**config.mk**
```make
export PLATFORM = sky130hd
export DESIGN_NAME = apb_arbiter_master_flat
export DESIGN_NICKNAME = d
export VERILOG_FILES = /design/src/rtl/apb_pkg.sv /design/src/rtl/apb_arbiter_master_if.sv /design/src/rtl/apb_rr_arbiter.sv /design/src/rtl/apb_arbiter_master.sv /design/src/flat_wrapper.sv
export SDC_FILE = /design/constraint.sdc
export NUM_CORES = 1
export LEC_CHECK = 0
export ABC_AREA = 1
export ABC_CLOCK_PERIOD_IN_PS = 6600
export CAP_MARGIN = 40
export CELL_PAD_IN_SITES_DETAIL_PLACEMENT = 0
export CELL_PAD_IN_SITES_GLOBAL_PLACEMENT = 1
export CORE_AREA = 2 2 203 205
export DETAILED_ROUTE_END_ITERATION = 8
export DIE_AREA = 0 0 205 207
export GPL_ROUTABILITY_DRIVEN = 0
export PLACE_DENSITY_LB_ADDON = 0.1
export SLEW_MARGIN = 20
export SYNTH_ARGS = -nofsm -noshare
export SYNTH_HDL_FRONTEND = slang
export SYNTH_SLANG_ARGS = --single-unit
```
**constraint.sdc**
```tcl
create_clock -name PCLK -period 6.6 [get_ports PCLK]
set_input_delay 1.32 -clock PCLK [delete_from_list [all_inputs] [get_ports PCLK]]
set_output_delay 1.32 -clock PCLK [all_outputs]
set_load 0.02 [all_outputs]
```
**src/rtl/apb_pkg.sv**
```systemverilog
// Shared types and constants for the APB arbiter-master: FSM state encoding,
// bus widths and the slave-index field carried in the top address bits.
package apb_pkg;

    localparam int ADDR_W = 64;
    localparam int DATA_W = 64;
    localparam int SEL_HI = 63;
    localparam int SEL_LO = 62;

    typedef logic [ADDR_W-1:0] addr_t;
    typedef logic [DATA_W-1:0] data_t;

    typedef enum logic [1:0] {
        IDLE   = 2'd0,
        SETUP  = 2'd1,
        ACCESS = 2'd2
    } apb_state_e;

    // {PSEL1,PSEL2} is decoded straight from the top two address bits
    function automatic logic [1:0] slave_index(input addr_t addr);
        return addr[SEL_HI:SEL_LO];
    endfunction

endpackage

```
**src/rtl/apb_arbiter_master_if.sv**
```systemverilog
// Requester-side handshake plus APB master bus for apb_arbiter_master.
// The master modport is the design's view; slave is the environment's view.
interface apb_arbiter_master_if;
    import apb_pkg::*;

    logic  req0, req1;
    logic  write0, write1;
    addr_t addr0, addr1;
    data_t wdata0, wdata1;
    logic  gnt0, gnt1;

    logic  rsp_valid;
    logic  rsp_id;
    data_t rsp_rdata;
    logic  rsp_err;

    logic  cs, PSEL1, PSEL2, PENABLE, PWRITE;
    addr_t PADDR;
    data_t PWDATA;
    data_t PRDATA;
    logic  PREADY, slverr;

    modport master (
        input  req0, req1, write0, write1, addr0, addr1, wdata0, wdata1,
        output gnt0, gnt1,
        output rsp_valid, rsp_id, rsp_rdata, rsp_err,
        output cs, PSEL1, PSEL2, PENABLE, PWRITE, PADDR, PWDATA,
        input  PRDATA, PREADY, slverr
    );

    modport slave (
        output req0, req1, write0, write1, addr0, addr1, wdata0, wdata1,
        input  gnt0, gnt1,
        input  rsp_valid, rsp_id, rsp_rdata, rsp_err,
        input  cs, PSEL1, PSEL2, PENABLE, PWRITE, PADDR, PWDATA,
        output PRDATA, PREADY, slverr
    );

endinterface

```
**src/rtl/apb_rr_arbiter.sv**
```systemverilog
// Two-way round-robin arbiter. The pointer remembers the last requester
// granted; a tie goes to the other one. Reset points at requester 1.
module apb_rr_arbiter (
    input  logic       clk,
    input  logic       rst,
    input  logic       enable,
    input  logic [1:0] req,
    output logic [1:0] gnt
);

    logic last_q, last_d;

    always_comb begin
        gnt    = 2'b00;
        last_d = last_q;
        if (enable) begin
            case (req)
                2'b01:   gnt = 2'b01;
                2'b10:   gnt = 2'b10;
                2'b11:   gnt = last_q ? 2'b01 : 2'b10;
                default: gnt = 2'b00;
            endcase
            if (|gnt) begin
                last_d = gnt[1];
            end
        end
    end

    always_ff @(posedge clk or posedge rst) begin
        if (rst) begin
            last_q <= 1'b1;
        end else begin
            last_q <= last_d;
        end
    end

endmodule

```
**src/rtl/apb_arbiter_master.sv**
```systemverilog
// Arbitrates two requesters onto a single APB master, one transfer in flight.
// Define APB_ARBITER_TIMEOUT_EN to force an error completion on a stuck slave.
module apb_arbiter_master
    import apb_pkg::*;
#(
    parameter int TIMEOUT_CYCLES = 16
) (
    input  logic                  PCLK,
    input  logic                  PRESET,
    apb_arbiter_master_if.master  bus
);

    localparam logic [1:0] S_IDLE   = IDLE;
    localparam logic [1:0] S_SETUP  = SETUP;
    localparam logic [1:0] S_ACCESS = ACCESS;

    logic [1:0] state_q, state_d;
    logic       owner_q, owner_d;
    logic       write_q, write_d;
    addr_t      addr_q, addr_d;
    data_t      wdata_q, wdata_d;

    logic [1:0] gnt;
    logic       arb_en;
    logic       in_idle, in_access, active;
    logic       done, timeout_hit;

    assign in_idle   = (state_q == S_IDLE);
    assign in_access = (state_q == S_ACCESS);
    assign active    = (state_q == S_SETUP) || in_access;

    // Grants are suppressed while reset is held so every output reads zero
    assign arb_en = in_idle & ~PRESET;

    apb_rr_arbiter u_arb (
        .clk    (PCLK),
        .rst    (PRESET),
        .enable (arb_en),
        .req    ({bus.req1, bus.req0}),
        .gnt    (gnt)
    );

`ifdef APB_ARBITER_TIMEOUT_EN
    localparam int CNT_W = $clog2(TIMEOUT_CYCLES + 1);

    logic [CNT_W-1:0] cnt_q, cnt_d;

    // cnt_q holds the number of ACCESS cycles already spent waiting
    assign timeout_hit = in_access & ~bus.PREADY &
                         (cnt_q == CNT_W'(TIMEOUT_CYCLES - 1));

    always_comb begin
        cnt_d = '0;
        if (in_access && !done) begin
            cnt_d = cnt_q + CNT_W'(1);
        end
    end

    always_ff @(posedge PCLK or posedge PRESET) begin
        if (PRESET) begin
            cnt_q <= '0;
        end else begin
            cnt_q <= cnt_d;
        end
    end
`else
    assign timeout_hit = 1'b0;
`endif

    assign done = in_access & (bus.PREADY | timeout_hit);

    always_comb begin
        state_d = state_q;
        owner_d = owner_q;
        write_d = write_q;
        addr_d  = addr_q;
        wdata_d = wdata_q;
        case (state_q)
            S_IDLE: begin
                if (|gnt) begin
                    state_d = S_SETUP;
                    owner_d = gnt[1];
                    write_d = gnt[1] ? bus.write1 : bus.write0;
                    addr_d  = gnt[1] ? bus.addr1  : bus.addr0;
                    wdata_d = gnt[1] ? bus.wdata1 : bus.wdata0;
                end
            end
            S_SETUP: begin
                state_d = S_ACCESS;
            end
            S_ACCESS: begin
                if (done) begin
                    state_d = S_IDLE;
                end
            end
            default: begin
                state_d = S_IDLE;
            end
        endcase
    end

    always_ff @(posedge PCLK or posedge PRESET) begin
        if (PRESET) begin
            state_q <= S_IDLE;
            owner_q <= 1'b0;
            write_q <= 1'b0;
            addr_q  <= '0;
            wdata_q <= '0;
        end else begin
            state_q <= state_d;
            owner_q <= owner_d;
            write_q <= write_d;
            addr_q  <= addr_d;
            wdata_q <= wdata_d;
        end
    end

    assign bus.gnt0 = gnt[0];
    assign bus.gnt1 = gnt[1];

    // The APB side is driven from the latched request and forced to zero in IDLE
    assign bus.cs      = active;
    assign bus.PENABLE = in_access;
    assign bus.PWRITE  = active & write_q;
    assign bus.PADDR   = active ? addr_q  : '0;
    assign bus.PWDATA  = active ? wdata_q : '0;
    assign {bus.PSEL1, bus.PSEL2} = active ? slave_index(addr_q) : 2'b00;

    assign bus.rsp_valid = done;
    assign bus.rsp_id    = done & owner_q;
    assign bus.rsp_err   = done & (timeout_hit | (bus.PREADY & bus.slverr));
    assign bus.rsp_rdata = (done && bus.PREADY && !write_q) ? bus.PRDATA : '0;

    a_gnt_onehot : assert property (@(posedge PCLK) disable iff (PRESET)
        !(bus.gnt0 && bus.gnt1));

    a_enable_needs_cs : assert property (@(posedge PCLK) disable iff (PRESET)
        bus.PENABLE |-> bus.cs);

    a_no_grant_busy : assert property (@(posedge PCLK) disable iff (PRESET)
        bus.cs |-> !(bus.gnt0 || bus.gnt1));

endmodule

```
**src/flat_wrapper.sv**
```systemverilog
// flat-port wrapper written by rule: the top's interface ports become plain ports
module apb_arbiter_master_flat import apb_pkg::*;
#(
    parameter int TIMEOUT_CYCLES = 16
)
  (PCLK, PRESET, bus_req0, bus_req1, bus_write0, bus_write1, bus_addr0, bus_addr1, bus_wdata0, bus_wdata1, bus_gnt0, bus_gnt1, bus_rsp_valid, bus_rsp_id, bus_rsp_rdata, bus_rsp_err, bus_cs, bus_PSEL1, bus_PSEL2, bus_PENABLE, bus_PWRITE, bus_PADDR, bus_PWDATA, bus_PRDATA, bus_PREADY, bus_slverr);
  apb_arbiter_master_if bus_i ();
  input  logic PCLK;
  input  logic PRESET;
  input wire logic [$bits(bus_i.req0)-1:0] bus_req0;
  input wire logic [$bits(bus_i.req1)-1:0] bus_req1;
  input wire logic [$bits(bus_i.write0)-1:0] bus_write0;
  input wire logic [$bits(bus_i.write1)-1:0] bus_write1;
  input wire logic [$bits(bus_i.addr0)-1:0] bus_addr0;
  input wire logic [$bits(bus_i.addr1)-1:0] bus_addr1;
  input wire logic [$bits(bus_i.wdata0)-1:0] bus_wdata0;
  input wire logic [$bits(bus_i.wdata1)-1:0] bus_wdata1;
  output wire logic [$bits(bus_i.gnt0)-1:0] bus_gnt0;
  output wire logic [$bits(bus_i.gnt1)-1:0] bus_gnt1;
  output wire logic [$bits(bus_i.rsp_valid)-1:0] bus_rsp_valid;
  output wire logic [$bits(bus_i.rsp_id)-1:0] bus_rsp_id;
  output wire logic [$bits(bus_i.rsp_rdata)-1:0] bus_rsp_rdata;
  output wire logic [$bits(bus_i.rsp_err)-1:0] bus_rsp_err;
  output wire logic [$bits(bus_i.cs)-1:0] bus_cs;
  output wire logic [$bits(bus_i.PSEL1)-1:0] bus_PSEL1;
  output wire logic [$bits(bus_i.PSEL2)-1:0] bus_PSEL2;
  output wire logic [$bits(bus_i.PENABLE)-1:0] bus_PENABLE;
  output wire logic [$bits(bus_i.PWRITE)-1:0] bus_PWRITE;
  output wire logic [$bits(bus_i.PADDR)-1:0] bus_PADDR;
  output wire logic [$bits(bus_i.PWDATA)-1:0] bus_PWDATA;
  input wire logic [$bits(bus_i.PRDATA)-1:0] bus_PRDATA;
  input wire logic [$bits(bus_i.PREADY)-1:0] bus_PREADY;
  input wire logic [$bits(bus_i.slverr)-1:0] bus_slverr;
  assign bus_i.req0 = bus_req0;
  assign bus_i.req1 = bus_req1;
  assign bus_i.write0 = bus_write0;
  assign bus_i.write1 = bus_write1;
  assign bus_i.addr0 = bus_addr0;
  assign bus_i.addr1 = bus_addr1;
  assign bus_i.wdata0 = bus_wdata0;
  assign bus_i.wdata1 = bus_wdata1;
  assign bus_gnt0 = bus_i.gnt0;
  assign bus_gnt1 = bus_i.gnt1;
  assign bus_rsp_valid = bus_i.rsp_valid;
  assign bus_rsp_id = bus_i.rsp_id;
  assign bus_rsp_rdata = bus_i.rsp_rdata;
  assign bus_rsp_err = bus_i.rsp_err;
  assign bus_cs = bus_i.cs;
  assign bus_PSEL1 = bus_i.PSEL1;
  assign bus_PSEL2 = bus_i.PSEL2;
  assign bus_PENABLE = bus_i.PENABLE;
  assign bus_PWRITE = bus_i.PWRITE;
  assign bus_PADDR = bus_i.PADDR;
  assign bus_PWDATA = bus_i.PWDATA;
  assign bus_i.PRDATA = bus_PRDATA;
  assign bus_i.PREADY = bus_PREADY;
  assign bus_i.slverr = bus_slverr;
  apb_arbiter_master #(.TIMEOUT_CYCLES(TIMEOUT_CYCLES)) u_core (.PCLK(PCLK), .PRESET(PRESET), .bus(bus_i));
endmodule
```
==> flow_summary.ini, run 1 <==
[outcome]
status = finished, final reports clean

[clocking]
cts_setup_buffers = 0
cts_num_sinks = 133
clkSlewWorstSetupHoldPaths_ns = 0.06
clk_latency_ns = 0.44
cts_root_buffer = clkbuf_16
cts_resized = 0
cts-buffers-inserted = 17
tritoncts = done
ctsHoldBuffers = 0
clock_path_buffers = 2
cts_max_level = 4

[global_routing]
grt_pass1_vias = 9634
grt_overflow = 0
grt_usage_pct = 19.5
grt_pass1_wl_mm = 62.1
antenna_found_initial = 11
grt_max_degree = 86

[critical_path]
cp_cell_sequence = clkdlybuf4s50_1, nor2_4, nand2_1, inv_1, clkdlybuf4s50_1
r2r_slack_ns = 3.75
crit_type = primary input to output pin
reg2reg_to = u_core.addr_q[11]
startpoint_type = primary input
crit_top_cell = clkdlybuf4s50_1
cpPeakStageDelay_ns = 0.68
worstPathRequired_ns = 5.28
reg2regPathDepth = 10
r2r-start = u_core.state_q[0]
cp-end-kind = output pin
arrival_ns = 3.44
crit_fanout = 28
crit_slowest_cell = nor2_4

[timing]
max_slew_margin_pct = 47.1
tightest_slew_ns = 0.793
setup_viol = 0
tns_ns = 0
finalClockSkew_ns = 0.0106
max_freq_ghz = 0.210
period_minus_slack_ns = 4.76
finalMaxSlewViolations = 0
final-hold-violation-count = 0
rsz0062_at_grt = no
finalCritPeriodShare_pct = 72.1
whs_ns = 0.478

[synth]
synthArstFlopShare_pct = 100
netlist_instances = 1169
synth-seq-area-share_pct = 42.2
yosysTopAreaCell = dfrtp_1
yosysUniqueCellTypes = 18
avgSynthCellArea_sq_um = 6.75
synthFlopType = dfrtp_1
synth-seq-cells = 133
yosys-top-cells-count = nand3_1 (390), nand2_1 (272), inv_1 (202)
yosys_warnings = 0
synth_edf_count = 0
synth.top_cell.area_share_pct = 41.9
syn_nets = 1500
netlist_area_sq_um = 7890
synth_most_common_cell = nand3_1
ys_top_cells_by_area = dfrtp_1 (42%), nand3_1 (25%), nand2_1 (13%), inv_1 (9.6%), buf_2 (3.8%)

[min_path]
holdPathEnd = u_core.u_arb.last_q
min_path_cells = 2
hold_path.class = flip-flop to flip-flop
hold_start = u_core.u_arb.last_q

[floorplan]
rows = 74
dieArea_sq_um = 42400
start_util_pct = 19.6
core_area_sq_um = 40400
die_x_um = 205
io_pins = 530
die_h_um = 207

[drt]
dr.first_iter.drc_count = 506
routedWlPerCell_um = 19.1
finalWirelength_mm = 41.8
final_antenna_net_count = 0
drt_pass1_iterations = 7
vias = 9556
avgViaCountPerCell = 4.36
drc_errors = 0

[pwr]
powerDensity_nw_per_um2 = 412
leakage_nw = 7.06
peakVddDrop_v = 0.000241

[layout]
postLayoutCoreUtil_pct = 35.3
nNetsFinal = 1972
drive_gt1_share_pct = 3.45
syn_to_final_growth_pct = 80.8

[place]
io_buffers = 529
dp_hpwl_mm = 30.5

[run]
cap_violations = 0
==> worst max-delay path, delay by kind of cell <==
family | cells | cell delay [ns]
buffers and inverters | 3 | 1.23
and+or+nand+nor | 2 | 0.88
==> registers in the layout, summed over array words and instances (netlist names) <==
name	flops
u_core.addr_q	64
u_core.wdata_q	64
u_core.write_q	1
u_core.owner_q	1
u_core.u_arb.last_q	1
u_core.state_q	2
==> cell type report <==
cell class	count	area [sq um]
fillers	4373	26100
repair buffers	546	5530
multi-input cells	738	3330
flip-flops and latches	133	3330
inverters	205	777
well taps	532	666
clock buffers	22	484
clock inverters	9	125
diodes	8	20.0
==> logic make-up (layout without fill, tap and decap cells) <==
group                      after synthesis  count (layout)  share of synthesized area (%)
other                                    0               8                              0
and+or+nand+nor                        733             733                           41.2
adders and majority gates                3               3                          0.476
AOI/OAI and AO/OA                        2               2                          0.159
DFF                                    133             133                           42.2
buffers and inverters                  298             782                           16.0
==> power by group <==
group / switching [W] / internal (W)
Combinational: 0.00202 / 0.00142
Sequential: 0.000210 / 0.00121
Clock: 0.000385 / 0.000630
==> layer usage <==
layer / routed length, um / GRT usage [%]
met3: 4030 / 7.63
met4: 460 / 4.94
met2: 21300 / 33.8
met5: 46 / 0
met1: 16000 / 22.3
==> layout by cell type, fill, tap and decap left out <==
master           synthesis  routed
nand2_4                  0       2
inv_4                    0       1
inv_1                  202     202
nor2_1                  68      68
clkinvlp_4               0       2
dfstp_2                  1       1
clkinv_2                 0       4
nor2_4                   1       2
o21bai_1                 1       1
buf_4                    6       9
or2_2                    1       1
clkdlybuf4s50_1          0     529
buf_16                   0       1
inv_6                    0       1
clkbuf_1                18       1
ha_4                     0       1
clkbuf_8                 0       4
clkbuf_16                0      17
bufinv_16                0       3
buf_12                   0       7
nand2_1                272     270
ha_1                     3       2
diode_2                  0       8
o21ai_1                  1       1
dfrtp_1                132     132
inv_2                    3       1
nand3_1                390     390
==> how the worst max path moves through the flow <==
stage | from | endpoint | slack, ns | depth (start not counted)
3_3_place_gp | bus_PREADY | bus_rsp_rdata[6] | 1.84 | 5
6_report | PRESET | bus_gnt1 | 1.84 | 5
3_5_place_dp | PRESET | bus_gnt1 | 1.82 | 5
4_1_cts | PRESET | bus_gnt1 | 1.81 | 5
5_1_grt | PRESET | bus_gnt1 | 1.67 | 5
2_1_floorplan | PRESET | u_core.wdata_q[53] | 2.87 | 7
==> metrics by stage <==
step           power (W)  setup slack (ns)  cells  cell area, sq um
6_report         0.00588              1.84   2193             14300
5_1_grt          0.00632              1.67   2192             14300
4_1_cts          0.00599              1.81   2185             14200
3_5_place_dp     0.00493              1.82   2154             13600
3_3_place_gp     0.00491              1.84   2148             13500
2_1_floorplan    0.00326              2.87   1169              7890
(Power assumes the default switching activity.)
==> run 2: changes to the inputs <==
Settings changed: ABC_CLOCK_PERIOD_IN_PS 6600 to 4700, CORE_AREA 2 2 203 205 to 2 2 208 210, DIE_AREA 0 0 205 207 to 0 0 210 212.
Clock period 6.6 ns to 4.7 ns, I/O delays scaled along.
==> run 2 against run 1 <==
  * Count of clock-buffer cells in the layout decreased by 1
  * Register-to-register slack got worse by 1.5 ns
  * Combinational power increased by 41%
  * Critical endpoint is now bus_rsp_rdata[2]
  * Final cell count increased by 0.82%
==> flow_summary.ini, run 2 (same netlist as run 1, synthesis figures left out) <==
[clocking]
cts-buffers-inserted = 17
clk_latency_ns = 0.44
clkSlewWorstSetupHoldPaths_ns = 0.06
cts_setup_buffers = 0
cts_root_buffer = clkbuf_16
ctsHoldBuffers = 0
cts_num_sinks = 133
clock_path_buffers = 2
cts_resized = 0
cts_max_level = 4
tritoncts = done

[min_path]
min_path_cells = 2
hold_path.class = flip-flop to flip-flop

[floorplan]
die_x_um = 210
start_util_pct = 18.6
core_area_sq_um = 42500
rows = 76
dieArea_sq_um = 44500
io_pins = 530
die_h_um = 212

[layout]
fin_area_sq_um = 14300
final_cell_mix = clkdlybuf4s50_1 (529), nand3_1 (390), nand2_1 (270), inv_1 (202), dfrtp_1 (132)
top_regs = u_core.addr_q: 64 flops, u_core.wdata_q: 64 flops, u_core.state_q: 2 flops
nNetsFinal = 1975
final_common_cell = clkdlybuf4s50_1
drive_gt1_share_pct = 3.62
postLayoutCoreUtil_pct = 33.5
syn_to_final_growth_pct = 80.6

[critical_path]
worstPathRequired_ns = 3.76
crit_fanout = 46
arrival_ns = 2.99
startpoint_type = primary input
crit_type = primary input to output pin
cp-end-kind = output pin
reg2regPathDepth = 7

[place]
dpl-instance-area_sq_um = 13700
dp_hpwl_mm = 30.4
io_buffers = 529

[timing]
max_freq_ghz = 0.255
finalClockSkew_ns = 0.00985
rsz0062_at_grt = no
period_minus_slack_ns = 3.93
tightest_slew_ns = 0.786
final-hold-violation-count = 0
setup_viol = 0
finalCritPeriodShare_pct = 83.5
tns_ns = 0
whs_ns = 0.472
max_slew_margin_pct = 47.6
finalMaxSlewViolations = 0

[drt]
routedWlPerCell_um = 18.8
top_layer = met5
drc_errors = 0
wl_met1_mm = 16.2
avgViaCountPerCell = 4.26
finalWirelength_mm = 41.6
wl_met2_mm = 20.4
vias = 9429
dr.first_iter.drc_count = 428
final_antenna_net_count = 0
wl_met3_mm = 3.86
drt_pass1_iterations = 4

[pwr]
powerDensity_nw_per_um2 = 572
peakVddDrop_v = 0.000319
leakage_nw = 7.04

[global_routing]
grt_pass1_wl_mm = 60.7
grt_pass1_vias = 9443
grt_overflow = 0
grt_usage_pct = 18.3
antenna_found_initial = 16
grt_max_degree = 95

[run]
cap_violations = 0

[outcome]
status = finished, final reports clean
## run 2: worst max-delay path: stages
cell	delay [ns]
clkdlybuf4s50_1	0.47
nand2_1	0.09
or2_2	0.46
buf_12	0.25
nor2_1	0.12
clkdlybuf4s50_1	0.63
## run 2: cell type report
cell class              count  area [sq um]
clock inverters            11           103
clock buffers              21           460
well taps                 546           683
flip-flops and latches    133          3330
fillers                  4617         28300
repair buffers            549          5550
multi-input cells         738          3330
diodes                      8          20.0
inverters                 205           777
## run 2: metal layers
| metal | vias to the layer above | global-route usage, % |
|---|---|---|
| li1 | 4595 | - |
| met1 | 4417 | 20.7 |
| met2 | 346 | 31.1 |
| met3 | 53 | 7.39 |
| met4 | 18 | 6.99 |
| met5 | - | 0 |
## run 2: stage by stage
stage	worst slack [ns]	instances	total power (W)
6_report	0.773	2211	0.00815
3_3_place_gp	0.698	2167	0.00693
3_5_place_dp	0.762	2170	0.00694
5_1_grt	0.641	2210	0.00878
4_1_cts	0.763	2202	0.00833
2_1_floorplan	1.35	1169	0.00457
## run 2: worst paths after layout
kind	endpoint	slack (ns)	startpoint
worst min register to register	u_core.u_arb.last_q	0.47	u_core.u_arb.last_q
worst min-delay path	u_core.u_arb.last_q	0.47	u_core.u_arb.last_q
max in group asynchronous	u_core.addr_q[50]	2.70	PRESET
worst max-delay path	bus_rsp_rdata[2]	0.77	bus_PREADY
min in group asynchronous	u_core.state_q[0]	1.04	PRESET
worst max register to register	u_core.write_q	2.25	u_core.u_arb.last_q
## run 2: where the power goes
part / switching (W) / total [W] / internal [W] / leakage, nW
clock: 0.000560 / 0.00132 / 0.000756 / 0.269
combinational: 0.00282 / 0.00484 / 0.00202 / 5.14
sequential: 0.000296 / 0.00200 / 0.00170 / 1.64
total: 0.00368 / 0.00815 / 0.00448 / 7.04
